==> config.mk <==
export PLATFORM = sky130hd
export DESIGN_NAME = dm_sba_controller
export DESIGN_NICKNAME = d
export VERILOG_FILES = /design/src/rtl/dm_sba_controller.sv
export SDC_FILE = /design/constraint.sdc
export NUM_CORES = 1
export LEC_CHECK = 0
export BUFFER_PORTS_ARGS = -buffer_cell sky130_fd_sc_hd__buf_2
export CORE_AREA = 3 3 112 114
export DETAILED_ROUTE_END_ITERATION = 16
export DIE_AREA = 0 0 115 117
export PLACE_DENSITY = 0.8
export RECOVER_POWER = 100
export SYNTH_ARGS = -nofsm -noshare
export SYNTH_HDL_FRONTEND = slang
export SYNTH_SLANG_ARGS = --single-unit
==> constraint.sdc <==
create_clock -name clk -period 2.9 [get_ports clk]
set_input_delay 0.58 -clock clk [delete_from_list [all_inputs] [get_ports clk]]
set_output_delay 0.58 -clock clk [all_outputs]
set_load 0.01 [all_outputs]
==> src/rtl/dm_sba_controller.sv <==
// dm_sba_controller: System Bus Access sequencer for the RISC-V debug module.
// Holds sbaddress0, sbdata0 and the sbcs error flags. Turns DMI-side triggers into
// single transactions on a req/gnt/rvalid bus with byte lanes and auto-increment.
// Optional feature: define SBA_TIMEOUT_EN to abort a bus phase after TIMEOUT_CYCLES.
module dm_sba_controller #(
   parameter int TIMEOUT_CYCLES = 255
) (
   input  logic        clk,
   input  logic        rst,
   input  logic [2:0]  cfg_sbaccess,
   input  logic        cfg_autoinc,
   input  logic        cfg_readonaddr,
   input  logic        cfg_readondata,
   input  logic        addr_wr_valid,
   input  logic [31:0] addr_wr_data,
   input  logic        data_wr_valid,
   input  logic [31:0] data_wr_data,
   input  logic        data_rd_valid,
   input  logic [2:0]  err_clr,
   input  logic        busyerr_clr,
   output logic [31:0] sbaddress,
   output logic [31:0] sbdata,
   output logic        sbbusy,
   output logic        sbbusyerror,
   output logic [2:0]  sberror,
   output logic        bus_req,
   output logic        bus_we,
   output logic [31:0] bus_addr,
   output logic [31:0] bus_wdata,
   output logic [3:0]  bus_be,
   input  logic        bus_gnt,
   input  logic        bus_rvalid,
   input  logic        bus_err,
   input  logic [31:0] bus_rdata
);

   localparam logic [2:0] ERR_TIMEOUT    = 3'd1;
   localparam logic [2:0] ERR_BUS        = 3'd2;
   localparam logic [2:0] ERR_MISALIGNED = 3'd3;
   localparam logic [2:0] ERR_SIZE       = 3'd4;

   typedef enum logic [1:0] {
      IDLE = 2'd0,
      REQ  = 2'd1,
      RESP = 2'd2
   } state_t;

   state_t      state;
   state_t      state_next;

   // Size and direction of the access in flight, frozen when it starts so that
   // cfg_sbaccess changes mid-transaction cannot disturb the bus lanes.
   logic [1:0]  acc_size;
   logic        acc_we;

   logic        trig_any;
   logic        trig_multi;
   logic        blocked;
   logic        want_access;
   logic        want_we;
   logic [31:0] cand_addr;
   logic        size_bad;
   logic        misaligned;
   logic        check_on;
   logic        start;
   logic        precheck_fail;
   logic [2:0]  precheck_err;

   logic        complete;
   logic        timeout;
   logic        tmo_hit;

   logic [31:0] rd_shifted;
   logic [31:0] rd_lane;
   logic [31:0] addr_inc;

   logic [31:0] addr_next;
   logic [31:0] data_next;
   logic [2:0]  err_next;
   logic        busyerr_next;

   logic [3:0]  be_raw;
   logic [31:0] wdata_raw;

`ifdef SBA_TIMEOUT_EN
   localparam int CW = $clog2(TIMEOUT_CYCLES + 1);
   logic [CW-1:0] tmo_cnt;

   // Per-phase cycle counter; restarts whenever REQ or RESP is (re)entered.
   always_ff @(posedge clk or posedge rst) begin
      if (rst) begin
         tmo_cnt <= '0;
      end else if (state == IDLE || state_next != state) begin
         tmo_cnt <= '0;
      end else begin
         tmo_cnt <= tmo_cnt + 1'b1;
      end
   end

   assign tmo_hit = (state != IDLE) && (tmo_cnt == CW'(TIMEOUT_CYCLES - 1));
`else
   logic unused_timeout_cfg;
   assign unused_timeout_cfg = (TIMEOUT_CYCLES == 0);
   assign tmo_hit            = 1'b0;
`endif

   // Trigger arbitration and pre-checks: decide whether an access may start this cycle.
   always_comb begin
      trig_any    = addr_wr_valid | data_wr_valid | data_rd_valid;
      trig_multi  = (addr_wr_valid & data_wr_valid) | (addr_wr_valid & data_rd_valid) |
                    (data_wr_valid & data_rd_valid);
      blocked     = (sberror != 3'd0) | sbbusyerror;
      want_access = 1'b0;
      want_we     = 1'b0;
      cand_addr   = sbaddress;
      if (addr_wr_valid) begin
         want_access = cfg_readonaddr;
         cand_addr   = addr_wr_data;
      end else if (data_wr_valid) begin
         want_access = 1'b1;
         want_we     = 1'b1;
      end else if (data_rd_valid) begin
         want_access = cfg_readondata;
      end
      size_bad = (cfg_sbaccess > 3'd2);
      case (cfg_sbaccess[1:0])
         2'd1:    misaligned = cand_addr[0];
         2'd2:    misaligned = |cand_addr[1:0];
         default: misaligned = 1'b0;
      endcase
      check_on      = (state == IDLE) & want_access & ~blocked;
      start         = check_on & ~size_bad & ~misaligned;
      precheck_fail = check_on & ~start;
      precheck_err  = 3'd0;
      if (precheck_fail) begin
         precheck_err = size_bad ? ERR_SIZE : ERR_MISALIGNED;
      end
   end

   // Next-state logic for the IDLE -> REQ -> RESP -> IDLE bus sequencer.
   always_comb begin
      state_next = state;
      complete   = 1'b0;
      timeout    = 1'b0;
      case (state)
         IDLE: begin
            if (start) begin
               state_next = REQ;
            end
         end
         REQ: begin
            if (bus_gnt && bus_rvalid) begin
               state_next = IDLE;
               complete   = 1'b1;
            end else if (bus_gnt) begin
               state_next = RESP;
            end else if (tmo_hit) begin
               state_next = IDLE;
               timeout    = 1'b1;
            end
         end
         RESP: begin
            if (bus_rvalid) begin
               state_next = IDLE;
               complete   = 1'b1;
            end else if (tmo_hit) begin
               state_next = IDLE;
               timeout    = 1'b1;
            end
         end
         default: begin
            state_next = IDLE;
         end
      endcase
   end

   // Read-lane extraction and auto-increment step for the access in flight.
   always_comb begin
      rd_shifted = bus_rdata >> {sbaddress[1:0], 3'b000};
      case (acc_size)
         2'd0:    rd_lane = {24'd0, rd_shifted[7:0]};
         2'd1:    rd_lane = {16'd0, rd_shifted[15:0]};
         default: rd_lane = rd_shifted;
      endcase
      addr_inc = 32'd1 << acc_size;
   end

   // Register updates: trigger loads, busy/precheck errors, completion and timeout effects.
   always_comb begin
      addr_next    = sbaddress;
      data_next    = sbdata;
      err_next     = sberror & ~err_clr;
      busyerr_next = sbbusyerror & ~busyerr_clr;
      if (state == IDLE) begin
         if (addr_wr_valid) begin
            if (!precheck_fail) begin
               addr_next = addr_wr_data;
            end
         end else if (data_wr_valid) begin
            data_next = data_wr_data;
         end
         if (trig_multi) begin
            busyerr_next = 1'b1;
         end
         if (precheck_fail) begin
            err_next = precheck_err;
         end
      end else if (trig_any) begin
         busyerr_next = 1'b1;
      end
      if (complete) begin
         if (bus_err) begin
            err_next = ERR_BUS;
         end else begin
            if (!acc_we) begin
               data_next = rd_lane;
            end
            if (cfg_autoinc) begin
               addr_next = sbaddress + addr_inc;
            end
         end
      end
      if (timeout) begin
         err_next = ERR_TIMEOUT;
      end
   end

   // State register; async reset drops bus_req immediately and abandons any response.
   always_ff @(posedge clk or posedge rst) begin
      if (rst) begin
         state <= IDLE;
      end else begin
         state <= state_next;
      end
   end

   // Architectural registers and the frozen access attributes.
   always_ff @(posedge clk or posedge rst) begin
      if (rst) begin
         sbaddress   <= 32'd0;
         sbdata      <= 32'd0;
         sberror     <= 3'd0;
         sbbusyerror <= 1'b0;
         acc_size    <= 2'd0;
         acc_we      <= 1'b0;
      end else begin
         sbaddress   <= addr_next;
         sbdata      <= data_next;
         sberror     <= err_next;
         sbbusyerror <= busyerr_next;
         if (start) begin
            acc_size <= cfg_sbaccess[1:0];
            acc_we   <= want_we;
         end
      end
   end

   // Byte enables and lane-replicated write data for the frozen access size.
   always_comb begin
      case (acc_size)
         2'd0: begin
            be_raw    = 4'b0001 << sbaddress[1:0];
            wdata_raw = {4{sbdata[7:0]}};
         end
         2'd1: begin
            be_raw    = 4'b0011 << sbaddress[1:0];
            wdata_raw = {2{sbdata[15:0]}};
         end
         default: begin
            be_raw    = 4'b1111;
            wdata_raw = sbdata;
         end
      endcase
   end

   assign sbbusy    = (state != IDLE);
   assign bus_req   = (state == REQ);
   assign bus_we    = bus_req & acc_we;
   assign bus_addr  = bus_req ? {sbaddress[31:2], 2'b00} : 32'd0;
   assign bus_be    = bus_req ? be_raw : 4'd0;
   assign bus_wdata = bus_req ? wdata_raw : 32'd0;

endmodule
---- Word-level counts from Yosys, hierarchy flattened ----
Index checks and enable logic that the tools add are counted.
cells by class
  shift-type cells ........................ 4
  $lt $le $gt $ge ......................... 1
  reductions and logical operators ........ 7
  eq/ne operators ......................... 8
  muxes and demuxes ....................... 41
  bitwise logic cells ..................... 22
  $add $sub $neg .......................... 1
operators with widths
  operator                                                number
  two-way mux 32 bit                                      14
  one-hot mux 32 bit (2 select lines)                     2
  adder 32 bit                                            1
  << shifter 1 x 2 -> 32 bit (first input constant)       1
  right shift 32 x 5 -> 32 bit                            1
  two-way mux 3 bit                                       5
  bitwise AND 1 bit                                       10
  two-way mux 1 bit                                       10
  two-way mux 2 bit                                       5
  one-hot mux 4 bit (2 select lines)                      1
  == test 2 x 1 -> 1 bit (second input constant)          3
  one-hot mux 2 bit (3 select lines)                      1
  NOT 1 bit                                               5
  OR 1 bit                                                5
  == test 2 bit (second input constant)                   2
  logical NOT 2 bit                                       2
  two-way mux 4 bit                                       1
  inequality test 2 bit (second input constant)           2
  one-hot mux 1 bit (2 select lines)                      2
  << shifter 1 x 2 -> 4 bit (first input constant)        1
  << shifter 2 x 2 -> 4 bit (first input constant)        1
  bitwise AND 3 bit                                       1
  > comparator 3 x 2 -> 1 bit (second input constant)     1
  inequality test 3 x 1 -> 1 bit (second input constant)  1
  6 further kinds                                         6
word-level totals
  flip-flop bits (word level) ............. 73
  input port bits ......................... 114
  word-level logic and storage cells ...... 91

---- Depth between registers and ports, before layout ----
Gate-level depths: netlist (run 1).
  depth after elaboration ................. 15
  mapped depth ............................ 12

---- Least setup slack after synthesis (run 1) ----
No wires, ideal clock.
  kind .................................... reg-to-reg
  start ................................... register acc_size[0]
  end ..................................... register sbaddress[23]
  slack ................................... 234 ps
  cell stages (with the launch flop) ...... 11
  data required time ...................... 2774 ps
  library setup time ...................... 126 ps
  arrival ................................. 2540 ps
  path through ............................ dfrtp_1 -> buf_2 -> buf_1 -> nor2b_1 -> ha_1 -> o21ai_0 -> a211oi_4 -> o211ai_1 -> o211ai_1 -> o41ai_1 -> a221o_1
on the way
  cells in the longest elaborated chain, start to end .. 5
RTL lines
  what                        line  source
  start, declared             53    logic [1:0] acc_size;
  start signal, assigned      252   acc_size <= cfg_sbaccess[1:0];
  << shifter 1 x 2 -> 32 bit  185   addr_inc = 32'd1 << acc_size;
  adder 32 bit                219   addr_next = sbaddress + addr_inc;
  two-way mux 32 bit          218   if (cfg_autoinc) begin
  two-way mux 32 bit          212   if (bus_err) begin
  two-way mux 32 bit          211   if (complete) begin
  via addr_next[23]           77    logic [31:0] addr_next;
  end signal, assigned        247   sbaddress <= addr_next;
  end, declared               21    output logic [31:0] sbaddress,
The timed path passes the listed nets, and every way through them passes these cells.
A chain may end at the register's enable or synchronous reset.

---- Worst setup path in the final report (run 1) ----
  start ................................... register state[1]
  end ..................................... output port bus_be[2]
on the way
  cells in the longest elaborated chain, start to end .. 2
RTL lines
  what                    line  source
  start, declared         48    state_t state;
  start signal, assigned  233   state <= state_next;
  == test 2 x 1 -> 1 bit  277   assign bus_req = (state == REQ);
  two-way mux 4 bit       280   assign bus_be = bus_req ? be_raw : 4'd0;
  end, declared           30    output logic [3:0] bus_be,
Every way passes these cells.

==> run summary, run 1 <==
• **path type of the worst min-delay path** input pin to flip-flop
• **residual antenna-violating net count after detailed routing** 0
• **DP HPWL** 14120 um
• **Pre-antenna DRT Iters** 5
• **biggest area contributors in the synthesized netlist** dfrtp_1 33%, mux2i_1 14%, and2_1 5.9%
• **cell types with the highest counts after synthesis** 85 x nand2_1, 78 x mux2i_1, 73 x dfrtp_1, 60 x o21ai_0, 52 x and2_1
• **TritonCTS clock tree** done
• **LEAKAGE** 0.003220 uW
• **area share of the largest cell type after synthesis** 33.19%
• **# Max-Cap Violations** 1
• **delay of the slowest cell on the worst path** 540 ps
• **final hold slack** 438.3 ps
• **synthesized instance count** 666
• **Routed WL per cell** 18.00 um
• **total power after layout** 7523 uW
• **post-synthesis cell area** 0.005504 mm^2
• **Tot GR Track Use** 27.49%
• **run status** complete, but fails checks
• **final-report hold violation count** 0
• **drt drc** 0
• **Synth Register Bits** 73
• **register area** 0.001827 mm^2
• **Critical Path Source Type** flip-flop
• **number of setup buffers added after CTS** 0
• **area after detailed placement** 0.006920 mm^2
• **area of the die** 0.01346 mm^2
• **highest routed layer** met4
• **Final Wtd Congestion** 0.8758
• **Die W** 115 um
• **Power Density** 1070 mW/mm^2
• **remaining global-route overflow** 0
• **violations in the final reports** capacitance limit, slew limit
• **total negative slack** 0 ps
• **final critical path time including I/O delays and setup** 2618 ps
• **endpoint arrival time on the critical path** 2040 ps
• **most numerous cell in the Yosys netlist** nand2_1
• **max-slew violation count** 34
• **Worst Tran Pin Value** 1538 ps
• **unrepaired setup endpoints after global routing** false
• **Primary FF master, synth** dfrtp_1
• **count of synthesis-stage warnings from yosys** 0
• **IR Drop Worst-Case VDD** 443.2 uV
• **routed vias** 6051
• **Critical Path Slowest Stage Cell** clkbuf_4
• **overall routed net length** 18950 um
• **Period Utilization, post-route** 90.27%
• **Resized cells post-CTS** 0
• **effective utilization at floorplan** 47.79%
• **core area** 0.01152 mm^2
• **share of post-route cells with drive strength above 1** 19.34%
• **Initial DRC Count** 416
• **Die Y** 117 um
• **worst clock skew** 7.087 ps
• **worst slew margin relative to its limit** -3.076%
• **Async SR Flop Fraction** 100.0%
• **Inserted Diodes** 0
• **required time of the worst setup path** 2320 ps
• **wire length on met3** 1696 um
• **clock buffer depth** 2
• **Finish-stage setup viols** 0
• **Hold Buf Count CTS** 0
• **multi-input combinational cell area** 0.003392 mm^2
• **H-tree level count** 3
• **Unique masters post-synth** 64
• **maximum operating frequency** 0.3820 GHz
• **path type of the worst setup path** flip-flop to output port
• **number of synthesized flops with an enable pin** 0
• **sequential area share after synthesis** 33.19%
• **Port-buffer cells** 250
• **Layout fillers** 1105
• **category of cells accounting for the largest share of critical-path delay** buffers and inverters
• **CTS Sinks** 73
• **CTS Buf Count** 9
• **total number of nets in the final design** 1028
• **I/O Pins** 253
• **area growth from synthesis to layout** 27.76%
• **cell type with the largest total area after synthesis** dfrtp_1
• **via count of the first global-routing pass** 5731
• **clock insertion delay at the later pin of the skew report** 330 ps
• **final instance area** 0.007032 mm^2
• **post-DR vias/cell** 5.746
• **Syn Area/Cell** 8.264 um^2
• **cell at the root of the clock tree** clkbuf_16
• **maximum number of pins on one net before global-route repair** 71
• **number of buffer and inverter stages on the critical path** 3
• **kind of end point of the critical path** output port
• **number of placement rows** 39
• **list of cells traversed by the critical path** inv_1 > ha_1 > clkbuf_4 > a21boi_0 > clkbuf_1
• **crit-path max FO** 70
• **clock transition time at the flip-flop clock pins of the worst setup and hold paths** 60 ps
• **first-pass GRT wire length** 29280 um
• **Routed met1 length** 7292 um
• **initial antenna violation count** 0
• **met2 wire length** 9357 um
sequential cells by signal, summed over array words and instances, names as in the netlist:
name	count
sbaddress	32
sbdata	32
sberror	3
acc_size	2
state	2
acc_we	1
sbbusyerror	1
placed cells by master (no fill, tap or decap), types with 3 or more instances in the layout:
| master | count |
|---|---|
| clkbuf_2 | 3 |
| nand4_1 | 7 |
| and2_1 | 37 |
| mux2i_1 | 78 |
| and3_1 | 5 |
| a22oi_1 | 4 |
| nand2_1 | 84 |
| buf_2 | 127 |
| nor2b_1 | 17 |
| or4_1 | 3 |
| o311ai_0 | 3 |
| or2_2 | 4 |
| inv_1 | 18 |
| dfrtp_1 | 73 |
| a21oi_1 | 17 |
| clkbuf_1 | 127 |
| xnor2_1 | 5 |
| and2_0 | 15 |
| a221o_1 | 3 |
| ha_1 | 9 |
| o21ai_0 | 60 |
| nor3_1 | 22 |
| nand3_1 | 37 |
| a211oi_1 | 12 |
| o21a_1 | 3 |
| clkbuf_16 | 9 |
| o211ai_1 | 12 |
| buf_4 | 12 |
| nor2_1 | 43 |
| a21boi_0 | 9 |
cell families after synthesis:
logic type | Yosys count | share of synthesized area [%]
muxes | 81 | 14.80
AOI/OAI and AO/OA | 141 | 16.53
buffers and inverters | 61 | 4.865
other | 1 | 0.06813
adders and majority gates | 11 | 2.410
and+or+nand+nor | 293 | 27.35
DFF | 73 | 33.19
xor gates and xnor gates | 5 | 0.7956
layout make-up:
cell class / instances / area share, %
multi-input combinational: 533 / 48.24
sequential: 73 / 25.98
timing repair buffer: 268 / 17.54
clock buffer: 14 / 3.754
tap: 143 / 2.544
inverter: 20 / 1.085
clock inverter: 2 / 0.8541
per-stage QoR:
step | util [%] | std cells | setup slack, ps
floorplan | - | 667 | 233.6
global placement | 60.09 | 1037 | 293.0
detailed placement | 60.09 | 1037 | 194.5
CTS | 62.91 | 1053 | 329.9
global route | 61.06 | 1053 | 90.67
finish | 61.06 | 1053 | 282.0
power breakdown:
part	leakage (uW)	internal, uW	switching (uW)
combinational	0.00220	1580	2440
sequential	0.000865	1520	760
clock	0.000157	802	421
total	0.00322	3900	3620
layer usage:
metal  vias up  track usage [%]
li1       2840                -
met1      2827            32.97
met2       346            48.03
met3        38            5.141
met4         0            12.36
met5         -                0
worst paths after layout:
kind                       slack, ps     startpoint  depth (start not counted)       endpoint
hold / removal                   440    busyerr_clr                          2    sbbusyerror
hold reg to reg                  530  sbaddress[26]                          1  sbaddress[26]
setup / recovery                 280       state[1]                          5      bus_be[2]
setup reg to reg                 290    acc_size[1]                          8  sbaddress[21]
max in group asynchronous        620            rst                          3     sberror[1]
min in group asynchronous        600            rst                          2     sbdata[17]
worst register-to-register path: cells and delay by family (launching register included):
family / cells / cell delay (ps)
AOI/OAI and AO/OA: 6 / 1590
adders and majority gates: 1 / 330
DFF: 1 / 420
and+or+nand+nor: 1 / 160
(Power assumes the default switching activity.)
==> inputs of run 2 (changes only) <==
--- a/config.mk
+++ b/config.mk
@@ -6,6 +6,7 @@
 export NUM_CORES = 1
 export LEC_CHECK = 0
 export BUFFER_PORTS_ARGS = -buffer_cell sky130_fd_sc_hd__buf_2
+export CAP_MARGIN = 0
 export CORE_AREA = 3 3 112 114
 export DETAILED_ROUTE_END_ITERATION = 16
 export DIE_AREA = 0 0 115 117
==> constraint.sdc (replaced) <==
create_clock -name clk -period 2.6 [get_ports clk]
set_input_delay 0.52 -clock clk [delete_from_list [all_inputs] [get_ports clk]]
set_output_delay 0.52 -clock clk [all_outputs]
set_load 0.01 [all_outputs]
==> run summary, run 2 (synthesized netlist as in run 1, its figures left out) <==
• **clock insertion delay at the later pin of the skew report** 330 ps
• **Period Utilization, post-route** 95.37%
• **Routed WL per cell** 17.82 um
• **clock buffer depth** 2
• **final critical path time including I/O delays and setup** 2480 ps
• **sequential share of power** 30.3%
• **worst slew margin relative to its limit** -9.747%
• **Finish-stage setup viols** 0
• **cell at the root of the clock tree** clkbuf_16
• **TritonCTS clock tree** done
• **switching component of the power** 4078 uW
• **Layout fillers** 1079
• **total number of nets in the final design** 1031
• **r2r setup slk** 220 ps
• **Initial DRC Count** 396
• **kind of end point of the critical path** output port
• **maximum number of pins on one net before global-route repair** 71
• **Worst Tran Pin Value** 1637 ps
• **delay of the slowest cell on the worst path** 490 ps
• **# Max-Cap Violations** 1
• **overall routed net length** 18820 um
• **final core area utilization** 61.64%
• **hold path depth** 2
• **first-pass GRT wire length** 29350 um
• **unrepaired setup endpoints after global routing** false
• **Tot GR Track Use** 27.49%
• **total negative slack** 0 ps
• **most common cell after layout, fill and taps aside** buf_2
• **number of buffer and inverter stages on the critical path** 3
• **crit-path max FO** 70
• **worst clock skew** 6.694 ps
• **Die Y** 117 um
• **Final Wtd Congestion** 0.8814
• **Power Internal** 4285 uW
• **violations in the final reports** capacitance limit, slew limit
• **Port-buffer cells** 250
• **post-DR vias/cell** 5.631
• **Crit path depth** 5
• **effective utilization at floorplan** 47.79%
• **Hold Buf Count CTS** 0
• **path type of the worst setup path** flip-flop to output port
• **Comb power frac** 54.2%
• **list of cells traversed by the critical path** inv_1 > ha_2 > buf_4 > a21boi_0 > buf_2
• **Critical Path Source Type** flip-flop
• **drt drc** 0
• **final-report hold violation count** 0
• **required time of the worst setup path** 2080 ps
• **core area** 0.01152 mm^2
• **DP HPWL** 13890 um
• **IR Drop Worst-Case VDD** 556.4 uV
• **R2R cell count** 8
• **max-slew violation count** 35
• **initial antenna violation count** 0
• **share of post-route cells with drive strength above 1** 20.70%
• **Inserted Diodes** 0
• **most frequent cells in the layout** 130 x buf_2, 121 x clkbuf_1, 84 x nand2_1
• **path type of the worst min-delay path** input pin to flip-flop
• **maximum operating frequency** 0.4033 GHz
• **multi-input combinational cell area** 0.003435 mm^2
• **register area** 0.001827 mm^2
• **run status** complete, but fails checks
• **Largest regs** sbaddress x32, sbdata x32, sberror x3
• **Critical Path Slowest Stage Cell** buf_4
• **LEAKAGE** 0.003274 uW
• **routed vias** 5946
• **area of the die** 0.01346 mm^2
• **I/O Pins** 253
• **H-tree level count** 3
• **Die W** 115 um
• **number of placement rows** 39
• **Pre-antenna DRT Iters** 5
• **via count of the first global-routing pass** 5719
• **Power Density** 1178 mW/mm^2
• **CTS Sinks** 73
• **remaining global-route overflow** 0
• **area growth from synthesis to layout** 28.96%
• **category of cells accounting for the largest share of critical-path delay** buffers and inverters
• **endpoint arrival time on the critical path** 1960 ps
• **CTS Buf Count** 9
• **residual antenna-violating net count after detailed routing** 0
• **clock transition time at the flip-flop clock pins of the worst setup and hold paths** 60 ps
• **Clk network pwr share** 15.5%
• **Switching Fraction** 48.76%
run 2: cell count changes in the layout (fill, tap and decap cells not counted), moves of 2 or more:
| cell | before | now |
|---|---|---|
| and2_0 | 15 | 9 |
| buf_2 | 127 | 130 |
| clkbuf_2 | 3 | 6 |
| and2_1 | 37 | 43 |
| clkbuf_1 | 127 | 121 |
| o21ai_2 | 0 | 2 |
run 2: final timing paths:
path                               startpoint             to
min in group asynchronous                 rst     sbdata[19]
worst min-delay path              busyerr_clr    sbbusyerror
worst min register to register  sbaddress[31]  sbaddress[31]
worst max register to register    acc_size[1]  sbaddress[23]
max in group asynchronous                 rst    sbbusyerror
worst max-delay path                 state[1]  bus_wdata[14]
run 2: cell type report:
cell class | count | share of cell area, %
clock inverter | 2 | 0.4936
tap | 143 | 2.521
timing repair buffer | 271 | 17.93
multi-input combinational | 533 | 48.39
clock buffer | 14 | 3.860
sequential | 73 | 25.74
inverter | 20 | 1.075
run 2: power groups by stage:
stage / clock network (uW) / registers (uW) / logic [uW]
floorplan: 0 / 2500 / 2810
global route: 1350 / 2640 / 5030
detailed placement: 0 / 2520 / 4720
global placement: 0 / 2490 / 4640
finish: 1290 / 2530 / 4540
CTS: 1300 / 2500 / 4740
run 2: worst reg2reg max path: stages (launching register included):
cell	delay, ps
dfrtp_1	410
nor2b_1	150
ha_1	330
o21ai_2	110
a211oi_4	400
o211ai_1	260
o211ai_1	240
o41ai_1	100
a221o_1	260
run 2: stage by stage:
| stage | cells | worst slack, ps | hold WS [ps] | cell area [um^2] | power, uW |
|---|---|---|---|---|---|
| 3_5_place_dp | 1038 | 120.9 | 506.2 | 6928 | 7241 |
| 3_3_place_gp | 1038 | 191.3 | 495.3 | 6928 | 7132 |
| 2_1_floorplan | 667 | 44.32 | 516.5 | 5509 | 5311 |
| 5_1_grt | 1056 | 9.243 | 376.2 | 7098 | 9018 |
| 6_report | 1056 | 120.4 | 369.9 | 7098 | 8363 |
| 4_1_cts | 1054 | 121.8 | 264.1 | 7237 | 8544 |
run 2: repair_timing:
action	4_1_cts	5_1_grt
resized for setup	0	3
buffers inserted	0	2
setup endpoints to repair	0	10
run 2: routing by layer:
layer  vias to the layer above  track usage [%]  share of wire [%]
li1                       2846                -                  -
met1                      2725            32.27                 39
met2                       329            49.54                 50
met3                        46            4.730                8.2
met4                         0            11.66                3.1
met5                         -                0                  0
==> inputs of run 3 (changes only) <==
==> config.mk (replaced) <==
export PLATFORM = sky130hd
export DESIGN_NAME = dm_sba_controller
export DESIGN_NICKNAME = d
export VERILOG_FILES = /design/src/rtl/dm_sba_controller.sv
export SDC_FILE = /design/constraint.sdc
export NUM_CORES = 1
export LEC_CHECK = 0
export ABC_AREA = 1
export BUFFER_PORTS_ARGS = -buffer_cell sky130_fd_sc_hd__buf_2
export CAP_MARGIN = 0
export CORE_AREA = 3 3 115 117
export DETAILED_ROUTE_END_ITERATION = 16
export DIE_AREA = 0 0 118 120
export PLACE_DENSITY = 0.81
export RECOVER_POWER = 100
export SETUP_SLACK_MARGIN = 0.2
export SYNTH_ARGS = -nofsm -noshare
export SYNTH_HDL_FRONTEND = slang
export SYNTH_SLANG_ARGS = --single-unit
==> run summary, run 3 <==
• **area of the die** 0.01416 mm^2
• **worst slew margin relative to its limit** 22.32%
• **maximum operating frequency** 0.4144 GHz
• **remaining global-route overflow** 0
• **Largest regs** sbaddress x32, sbdata x32, sberror x3
• **number of synthesized flops with an enable pin** 0
• **IR Drop Worst-Case VDD** 532.0 uV
• **Die Y** 120 um
• **Clk network pwr share** 13.8%
• **cell types with the highest counts after synthesis** 256 x nand2_1, 109 x inv_1, 102 x nor2_1, 80 x o21ai_0, 73 x dfrtp_1
• **Finish-stage setup viols** 0
• **kind of end point of the critical path** output port
• **endpoint arrival time on the critical path** 1890 ps
• **most common cell after layout, fill and taps aside** nand2_1
• **LEAKAGE** 0.003864 uW
• **Pre-antenna DRT Iters** 5
• **final setup slack of the worst path** 187.0 ps
• **Primary FF master, synth** dfrtp_1
• **residual antenna-violating net count after detailed routing** 0
• **Routed WL per cell** 16.15 um
• **Tot GR Track Use** 29.03%
• **share of post-route cells with drive strength above 1** 17.15%
• **pre-CTS worst setup slack** 385.6 ps
• **Comb power frac** 58.6%
• **effective utilization at floorplan** 48.24%
• **TritonCTS clock tree** done
• **biggest area contributors in the synthesized netlist** dfrtp_1 30%, nand2_1 16%, inv_1 6.8%
• **core area** 0.01247 mm^2
• **maximum number of pins on one net before global-route repair** 65
• **required time of the worst setup path** 2080 ps
• **Port-buffer cells** 250
• **delay of the slowest cell on the worst path** 400 ps
• **sequential area share after synthesis** 30.38%
• **area growth from synthesis to layout** 26.26%
• **total number of nets in the final design** 1291
• **Critical Path Slowest Stage Cell** dfrtp_1
• **Worst Tran Pin Value** 1163 ps
• **overall routed net length** 21710 um
• **Initial DRC Count** 859
• **Synth Register Bits** 73
• **total power after layout** 9262 uW
• **# Max-Cap Violations** 0
• **clock insertion delay at the later pin of the skew report** 340 ps
• **Power Internal** 4335 uW
• **complex-gate fraction of the synthesized area** 17.27%
• **Final Wtd Congestion** 0.9820
• **routed vias** 7186
• **post-DR vias/cell** 5.347
• **Die W** 118 um
• **cell at the root of the clock tree** clkbuf_16
• **total negative slack** 0 ps
• **synthesized instance count** 931
• **CTS Sinks** 73
• **CTS Buf Count** 9
• **Post-Synth Adder-Cell Area** 1.873%
• **multiplexer area fraction after synthesis** 3.995%
• **parity-gate share of the synthesized area counting xor and xnor cells** 0.5826%
• **Non-Filler Instances** 1344
• **clock buffer depth** 2
• **Period Utilization, post-route** 92.81%
• **final-report hold violation count** 0
• **Power Density** 1220 mW/mm^2
• **first-pass GRT wire length** 33160 um
• **Hold Buf Count CTS** 0
• **category of cells accounting for the largest share of critical-path delay** buffers and inverters
• **simple-gate share of the synthesized area** 34.12%
• **most frequent cells in the layout** 259 x nand2_1, 128 x clkbuf_1, 126 x buf_2
• **cell count after placement** 1324
• **main combinational cell family by area after synthesis** simple AND/OR/NAND/NOR gates
• **worst clock skew** 9.278 ps
• **Critical Path Source Type** flip-flop
• **sequential share of power** 27.6%
• **max-slew violation count** 0
• **unrepaired setup endpoints after global routing** true
• **via count of the first global-routing pass** 6236
• **crit-path max FO** 15
• **post-synthesis cell area** 0.006013 mm^2
• **Syn Area/Cell** 6.459 um^2
• **run status** finished clean
• **path type of the worst min-delay path** input pin to flip-flop
• **Async SR Flop Fraction** 100.0%
• **list of cells traversed by the critical path** inv_1 > ha_4 > buf_12 > clkinvlp_4 > nor3_1 > buf_2
• **Inserted Diodes** 0
• **cell type with the largest total area after synthesis** dfrtp_1
• **most numerous cell in the Yosys netlist** nand2_1
• **H-tree level count** 3
• **number of buffer and inverter stages on the critical path** 4
• **Unique masters post-synth** 50
• **final hold slack** 343.8 ps
• **Switching Fraction** 53.19%
• **area share of the largest cell type after synthesis** 30.38%
• **path type of the worst setup path** flip-flop to output port
• **switching component of the power** 4926 uW
• **clock transition time at the flip-flop clock pins of the worst setup and hold paths** 60 ps
• **final critical path time including I/O delays and setup** 2413 ps
• **I/O Pins** 253
• **DP HPWL** 16400 um
• **initial antenna violation count** 1
• **count of synthesis-stage warnings from yosys** 0
• **drt drc** 0
• **number of placement rows** 41
-- run 3: cell types whose count changed in the layout (fill, tap and decap cells not counted), sizes merged, moves of 17 or more --
cell,previous run,this run
mux2i,78,24
and2,53,1
inv,18,117
nor2,43,109
nor2b,17,0
nand2,85,267
o21ai,61,102
a21oi,18,58
-- run 3: worst paths after layout --
| path | start | end | slack [ps] | depth (start not counted) |
|---|---|---|---|---|
| min | err_clr[1] | sberror[1] | 340 | 2 |
| max | state[1] | bus_wdata[31] | 190 | 6 |
| max in group asynchronous | rst | sbdata[17] | 510 | 3 |
| min in group asynchronous | rst | sbaddress[2] | 440 | 2 |
| min reg2reg | state[1] | state[1] | 540 | 2 |
| max reg2reg | acc_size[1] | sbaddress[24] | 280 | 12 |
-- run 3: layout make-up --
| type | instances | area [um^2] |
|---|---|---|
| Inverter | 120 | 462.9 |
| Tap cell | 172 | 215.2 |
| Fill cell | 1289 | 4873 |
| Multi-Input combinational cell | 693 | 3503 |
| Clock buffer | 12 | 256.5 |
| Timing Repair Buffer | 271 | 1285 |
| Sequential cell | 73 | 1829 |
| Clock inverter | 3 | 40.04 |
-- run 3: cells by family after synthesis --
| kind of cell | after synthesis |
|---|---|
| xor+xnor | 4 |
| flops | 73 |
| simple gates | 463 |
| fa+ha+maj | 9 |
| other cells | 1 |
| compound gates | 191 |
| mux | 24 |
| buf+inv | 166 |
-- run 3: metrics by stage --
stage,utilization (%),area [um^2]
2_1_floorplan,-,6017
3_3_place_gp,59.32,7395
3_5_place_dp,59.32,7395
4_1_cts,61.91,7717
5_1_grt,60.91,7592
6_report,60.91,7592
-- run 3: layer usage --
metal | routed length [um] | up-vias | global-route usage (%)
li1 | - | 3484 | -
met1 | 9800 | 3288 | 42.93
met4 | 463 | 2 | 8.132
met2 | 9392 | 373 | 43.37
met5 | 7 | - | 0
met3 | 2045 | 39 | 5.467
-- run 3: what timing repair did --
action,CTS,global route
gates resized for setup,4,12
buffers inserted,2,2
endpoints found under the setup margin,5,11
cloned,0,1
-- run 3: power by group through the flow --
| stage | sequential, uW | combinational, uW | clock [uW] |
|---|---|---|---|
| 6_report | 2560 | 5430 | 1280 |
| 5_1_grt | 2630 | 6010 | 1330 |
| 4_1_cts | 2500 | 5480 | 1280 |
| 3_5_place_dp | 2510 | 5410 | 0 |
| 3_3_place_gp | 2490 | 5320 | 0 |
| 2_1_floorplan | 2460 | 3380 | 0 |
